--- src/rtl/uart_rx_ctrl.sv ---
// rtl/uart_rx_ctrl.sv - 8N1 UART receive sequencer with glitch, framing-error and break handling
module uart_rx_ctrl #(
    parameter int CLKS_PER_BIT = 87
) (
    input  logic       i_Clock,
    input  logic       i_Reset,
    input  logic       i_Rx_Data,
    output logic       o_Rx_DV,
    output logic [7:0] o_Rx_Byte,
    output logic       o_Frame_Err,
    output logic       o_Busy
);

    localparam int CNT_W = (CLKS_PER_BIT > 1) ? $clog2(CLKS_PER_BIT) : 1;
    localparam logic [CNT_W-1:0] HALF = CNT_W'((CLKS_PER_BIT - 1) / 2);
    localparam logic [CNT_W-1:0] LAST = CNT_W'(CLKS_PER_BIT - 1);

    typedef enum logic [2:0] {
        S_IDLE       = 3'd0,
        S_START      = 3'd1,
        S_DATA       = 3'd2,
        S_STOP       = 3'd3,
        S_CLEANUP    = 3'd4,
        S_BREAK_WAIT = 3'd5
    } state_t;

    state_t           state_q, state_d;
    logic [CNT_W-1:0] cnt_q, cnt_d;
    logic [2:0]       idx_q, idx_d;
    logic [7:0]       shift_q, shift_d;
    logic [7:0]       byte_q, byte_d;
    logic             dv_q, dv_d;
    logic             err_q, err_d;

    always_ff @(posedge i_Clock or posedge i_Reset) begin
        if (i_Reset) begin
            state_q <= S_IDLE;
            cnt_q   <= '0;
            idx_q   <= '0;
            shift_q <= '0;
            byte_q  <= '0;
            dv_q    <= 1'b0;
            err_q   <= 1'b0;
        end else begin
            state_q <= state_d;
            cnt_q   <= cnt_d;
            idx_q   <= idx_d;
            shift_q <= shift_d;
            byte_q  <= byte_d;
            dv_q    <= dv_d;
            err_q   <= err_d;
        end
    end

    always_comb begin
        state_d = state_q;
        cnt_d   = cnt_q;
        idx_d   = idx_q;
        shift_d = shift_q;
        byte_d  = byte_q;
        dv_d    = 1'b0;
        err_d   = 1'b0;

        case (state_q)
            S_IDLE: begin
                cnt_d = '0;
                idx_d = '0;
                if (!i_Rx_Data) begin
                    state_d = S_START;
                end
            end

            // Re-check at mid start bit; a line that has returned high was a glitch.
            S_START: begin
                if (cnt_q == HALF) begin
                    cnt_d   = '0;
                    state_d = i_Rx_Data ? S_IDLE : S_DATA;
                end else begin
                    cnt_d = cnt_q + CNT_W'(1);
                end
            end

            S_DATA: begin
                if (cnt_q == LAST) begin
                    cnt_d          = '0;
                    shift_d[idx_q] = i_Rx_Data;
                    if (idx_q == 3'd7) begin
                        idx_d   = '0;
                        state_d = S_STOP;
                    end else begin
                        idx_d = idx_q + 3'd1;
                    end
                end else begin
                    cnt_d = cnt_q + CNT_W'(1);
                end
            end

            // Only a correctly framed byte reaches the output register.
            S_STOP: begin
                if (cnt_q == LAST) begin
                    cnt_d = '0;
                    if (i_Rx_Data) begin
                        byte_d  = shift_q;
                        dv_d    = 1'b1;
                        state_d = S_CLEANUP;
                    end else begin
                        err_d   = 1'b1;
                        state_d = S_BREAK_WAIT;
                    end
                end else begin
                    cnt_d = cnt_q + CNT_W'(1);
                end
            end

            S_CLEANUP: begin
                state_d = S_IDLE;
            end

            // Held-low line: one error already flagged, wait for the line to recover.
            S_BREAK_WAIT: begin
                if (i_Rx_Data) begin
                    state_d = S_IDLE;
                end
            end

            default: begin
                state_d = S_IDLE;
                cnt_d   = '0;
                idx_d   = '0;
            end
        endcase
    end

    assign o_Rx_DV     = dv_q;
    assign o_Rx_Byte   = byte_q;
    assign o_Frame_Err = err_q;
    assign o_Busy      = (state_q != S_IDLE);

endmodule

--- config.mk ---
export PLATFORM = sky130hd
export DESIGN_NAME = uart_rx_ctrl
export DESIGN_NICKNAME = d
export VERILOG_FILES = /design/src/rtl/uart_rx_ctrl.sv
export SDC_FILE = /design/constraint.sdc
export NUM_CORES = 1
export LEC_CHECK = 0
export ABC_AREA = 1
export BUFFER_PORTS_ARGS = -buffer_cell sky130_fd_sc_hd__buf_4
export CORE_AREA = 2 2 62 64
export CTS_CLUSTER_DIAMETER = 60
export DETAILED_ROUTE_END_ITERATION = 8
export DIE_AREA = 0 0 64 66
export GPL_TIMING_DRIVEN = 0
export PLACE_DENSITY = 0.72
export SYNTH_ARGS = -nofsm -noshare
export SYNTH_HDL_FRONTEND = slang
export SYNTH_SLANG_ARGS = --single-unit
--- constraint.sdc ---
create_clock -name i_Clock -period 1.6 [get_ports i_Clock]
set_input_delay 0 -clock i_Clock [delete_from_list [all_inputs] [get_ports i_Clock]]
set_output_delay 0 -clock i_Clock [all_outputs]
set_load 0.1 [all_outputs]
# After elaboration in Yosys (flattened, before gate mapping)
# Cells that the tools add are included.
# word_totals
latch_bits,0
word_cells,60
input_bits,3
output_inout_bits,11
n_memories,0
reg_bits,31
rom_bits,0
ramBits,0
# classes
n_addsub,2
eq_ne,14
n_mul,0
shift,0
n_mux,24
reduce_logical,10
div_mod_pow,0
n_lt_le_gt_ge,2
bitwise_logic,1
# op_table
operator,n
$mux W3,8
$pmux W7 S3,1
$pmux W3 S5,1
$mux W7,2
$ne A2 B2 Y1 const B,6
$eq A3 B3 Y1 const B,3
$bwmux W8,1
$mux W1,8
$add A7 B1 Y7 const B,1
$eq A7 B6 Y1 const B,1
$eq A7 B7 Y1 const B,1
$eq A3 B2 Y1 const B,2
$pmux W3 S2,1
$reduce_and A6 Y1,1
$lt A3 B4 Y1 const B,1
$reduce_and A2 Y1,2
$reduce_or A2 Y1,2
$reduce_or A4 Y1,1
$add A3 B1 Y3 const B,1
$demux W1 S3,1
$eq A3 B1 Y1 const B,1
$ge A3 B1 Y1 const B,1
$logic_not A3 Y1,1
$reduce_and A3 Y1,1
other kinds (4),4

# Longest topological paths before layout
# depth
ltp_word,5
depth_mapped,9
depth_no_buf,9

# Worst setup path after synthesis
# No wires, ideal clock.
# synth_path
path_kind,register -> register
startpoint,register state_q[0]
endpoint,register state_q[1]
n_path_buf,0
path_stages_with_launch,8
arrival_ns,1.763
path_slack_ns,-0.229
cell_sequence,dfrtp_1 -> nor2_1 -> nand2_1 -> nor2_1 -> nor2_2 -> nand3_1 -> nand2_1 -> nand2_1
# synth_between
elab_chain_len,3
elab_cells_between_ends,13
# synth_rtl
element,line,rtl
from (decl),27,"state_t state_q, state_d;"
from (signal assigned),45,state_q <= state_d;
"$eq A3 B2 Y1, or another cell as far along",64,case (state_q)
$ne A2 B2 Y1 (no line),n/a,
$reduce_and A6 Y1 (no line),n/a,
# Parallel ways exist; a longest one is shown, timed or not.
# A chain may end at the register's enable or synchronous reset.

# Worst setup path in the final report
# layout_path
startpoint,register cnt_q[0]
endpoint,register byte_q[3] (netlist: o_Rx_Byte[3])
# layout_between
elab_chain_len,2
# layout_rtl
element,line,rtl
from (decl),28,"logic [CNT_W-1:0] cnt_q, cnt_d;"
from (signal assigned),46,cnt_q <= cnt_d;
$eq A7 B7 Y1,100,if (cnt_q == LAST) begin
$reduce_and A3 Y1 (no line),n/a,
to (signal assigned),49,byte_q <= byte_d;
to (decl),31,"logic [7:0] byte_q, byte_d;"
# No other way between the ends.

==> impl_results.md <==
- Status: finished, violations left
- Failing checks: negative hold slack
- Synth Area per Inst: between 8 and 9 um2
- Final core occ: 0.566
- Dpl cell area: 1850 um2
- R2R cell count: 8
- Post-synthesis cell area: 1690 um2
- I/O Pins: 14
- Final ANT Viol Nets: 0
- Die area: around 4200 um2
- Cell area after layout: 2010 um2
- Final std cells w/o fill: 283
- Drt first pass iters: 4
- Arrival time at the worst endpoint: 1.76 ns
- Setup crit start kind: flop
- Worst VDD drop: 0.000975 V
- Tmin final: about 1.5 ns
- Overall routing resource usage: 0.176
- Final nets: 242
- Total grt overflow: 0
- DRC viols: 0
- DP HPWL: between 2000 and 2500 um
- Largest net degree at the start of global routing: 32
- GRT met3 Usage: 0.0409
- DR WL/cell: 11.9 um
- GR Util met1: 0.214
- # H-tree levels: 2
- Slew Viols, Final: 0
- Layout cells sized above 1: 0.251
- Clk buf depth: 2
- Final WL: about 3400 um
- Placed cell count: 270
- Max-Cap Viols: 0
- Initial antenna violation count: 0
- Ant diodes: 0
- # hold bufs at CTS: 0
- Area Overhead vs Synth: 19.3%
- Hold slack: -0.0334 ns
- PwrDens: ~1200 nW/um2
- Leakage: around 1.0 nW
- Actual slew at the worst max-slew pin: 1.15 ns
- CP endpoint kind: flop
- Vias: roughly 1400
- Reg-to-Reg End: o_Rx_Byte[3]
- Syn nets: 217
- Cts bufs inserted: 5
- Top post-synthesis cells by area: dfrtp_1 (46%), nand2_1 (12%), inv_1 (6.5%)
- Worst Clk Skew: 0.0140 ns
- # setup viols final: 0
- R2R Path Start: cnt_q[0]
- IO buf count: 13
- Die Height: 66 um
- Initial core utilization: 0.475
- Global placement routability congestion: slightly below 0.9
- Synth top area share: 0.460
- Yosys warning count: 0
- Max Freq: ~650 MHz
- Clock transition at path regs: around 0.10 ns
- Worst Hold Class: primary input to async pin
- Core Footprint: 3550 um2
- Max-Slew Margin vs Limit: 0.232
- Worst skew pair latency: roughly 0.33 ns
- Vias in the first global route: 1324
- Critical path class: flop to flop
- Period utilization: 0.956
- Final Hold Viols: 31
- Yosys top cell by area: dfrtp_1
- Worst Path Max Fanout: 7
- FP Rows: 22
- DRT iter0 DRCs: 57
- Global-route wire length before repair: between 5000 and 6000 um
- Met2 Use GR: 0.297
- Sequential share of the synthesized area: 0.460
- Mapped Cells: around 210
- CTS tree: yes
- Root Buffer: clkbuf_4
- Drt via density: roughly 5
- Synth async-reset ratio: 1.00
- Required time worst endpoint: around 1.8 ns
- Die width: 64 um
- # clock sinks: 31
- Seq cells post-synth: 31
- Synth cell types: 24
- GR peak layer: met2
- Reg2reg setup slack: just over 0.07 ns
- EDFF count, synth: 0
- Main flop type after synthesis: dfrtp_1
-- final cells by class --
cell class,instances,area [um2]
Multi-Input combinational cell,141,791
Sequential cell,31,776
Timing Repair Buffer,18,156
Inverter,34,129
Fill cell,332,1540
Clock buffer,7,65.1
Clock inverter,1,7.51
Tap cell,48,60.1
Buffer,3,26.3
-- sequential cells by signal, indices dropped and copies added (netlist names) --
register / count
shift_q: 8
o_Rx_Byte: 8
state_q: 3
o_Frame_Err: 1
cnt_q: 7
o_Rx_DV: 1
idx_q: 3
-- how the worst max path moves through the flow --
stage	from	to	slack [ns]	cells past startpoint
after global routing	cnt_q[1]	cnt_q[0]	-0.008	7
after detailed placement	cnt_q[0]	o_Rx_Byte[3]	0.02	8
after floorplan	state_q[0]	state_q[1]	0.06	7
after global placement	cnt_q[0]	o_Rx_Byte[3]	0.06	8
final	cnt_q[0]	o_Rx_Byte[3]	0.07	8
after CTS	cnt_q[0]	o_Rx_Byte[3]	0.01	8
-- cell usage in the layout, fill, tap and decap left out --
cell,instances
a21oi_1,1
buf_4,17
buf_6,1
buf_8,1
clkbuf_1,1
clkbuf_16,1
clkbuf_4,5
clkbuf_8,2
clkinv_2,1
clkinvlp_4,1
dfrtp_1,31
ha_1,4
ha_4,1
inv_1,27
inv_2,6
nand2_1,53
nand2_2,4
nand2_4,1
nand3_1,10
nand3_2,3
nand3_4,1
nand3b_1,1
nand4_1,14
nor2_1,18
nor2_2,3
nor2_4,3
nor4_1,1
o21ai_0,9
o21ai_1,3
o21ai_2,8
xor2_1,3
-- cells by family (layout without fill, tap and decap cells) --
| family | after synthesis | in the layout | share of synthesized area |
|---|---|---|---|
| DFF | 31 | 31 | 0.460 |
| buffers and inverters | 37 | 63 | 0.0898 |
| AOI/OAI and AO/OA | 21 | 21 | 0.0802 |
| adders and majority gates | 5 | 5 | 0.0371 |
| and+or+nand+nor | 112 | 112 | 0.317 |
| xor gates and xnor gates | 3 | 3 | 0.0156 |
-- stage by stage --
stage | hold slack, ns | worst slack (ns) | TNS (ns) | total power, mW
2_1_floorplan | 0.104 | 0.0566 | 0 | 1.63
3_3_place_gp | 0.367 | 0.0606 | 0 | 1.79
3_5_place_dp | 0.376 | 0.0175 | 0 | 1.81
4_1_cts | 0.00311 | 0.0131 | 0 | 2.36
5_1_grt | 0.0516 | -0.00849 | -0.0125 | 2.59
6_report | -0.0334 | 0.0707 | 0 | 2.41
-- layer usage --
layer,vias to the layer above,share of wire
li1,712,-
met1,668,0.45
met5,-,0
met3,7,0.037
met2,29,0.48
met4,0,0.024
-- what timing repair did --
| action | in CTS | in global routing |
|---|---|---|
| cloned | 0 | 1 |
| gates resized for setup | 0 | 10 |
| endpoints found under the setup margin | 5 | 29 |
| buffers inserted | 1 | 3 |
| pin swaps | 2 | 3 |
-- report_power, final --
part           switching (mW)  internal, mW
sequential              0.127         0.858
clock                   0.275         0.257
combinational           0.621         0.275
total                    1.02          1.39
-- cell usage after synthesis (2+ instances only) --
cell / number
dfrtp_1: 31
ha_1: 5
inv_1: 29
inv_2: 4
nand2_1: 54
nand2_2: 4
nand3_1: 12
nand4_1: 14
nor2_1: 19
nor2_2: 2
nor2_4: 3
o21ai_0: 9
o21ai_1: 3
o21ai_2: 8
xor2_1: 3
-- critical path: stages (launching register included) --
cell     delay [ns]
dfrtp_1        0.43
inv_2          0.10
ha_4           0.14
nand3_2        0.09
nor2_4         0.20
nand3_4        0.16
buf_8          0.17
nand2_1        0.07
o21ai_2        0.05
Power figures use the tool's default switching activity.
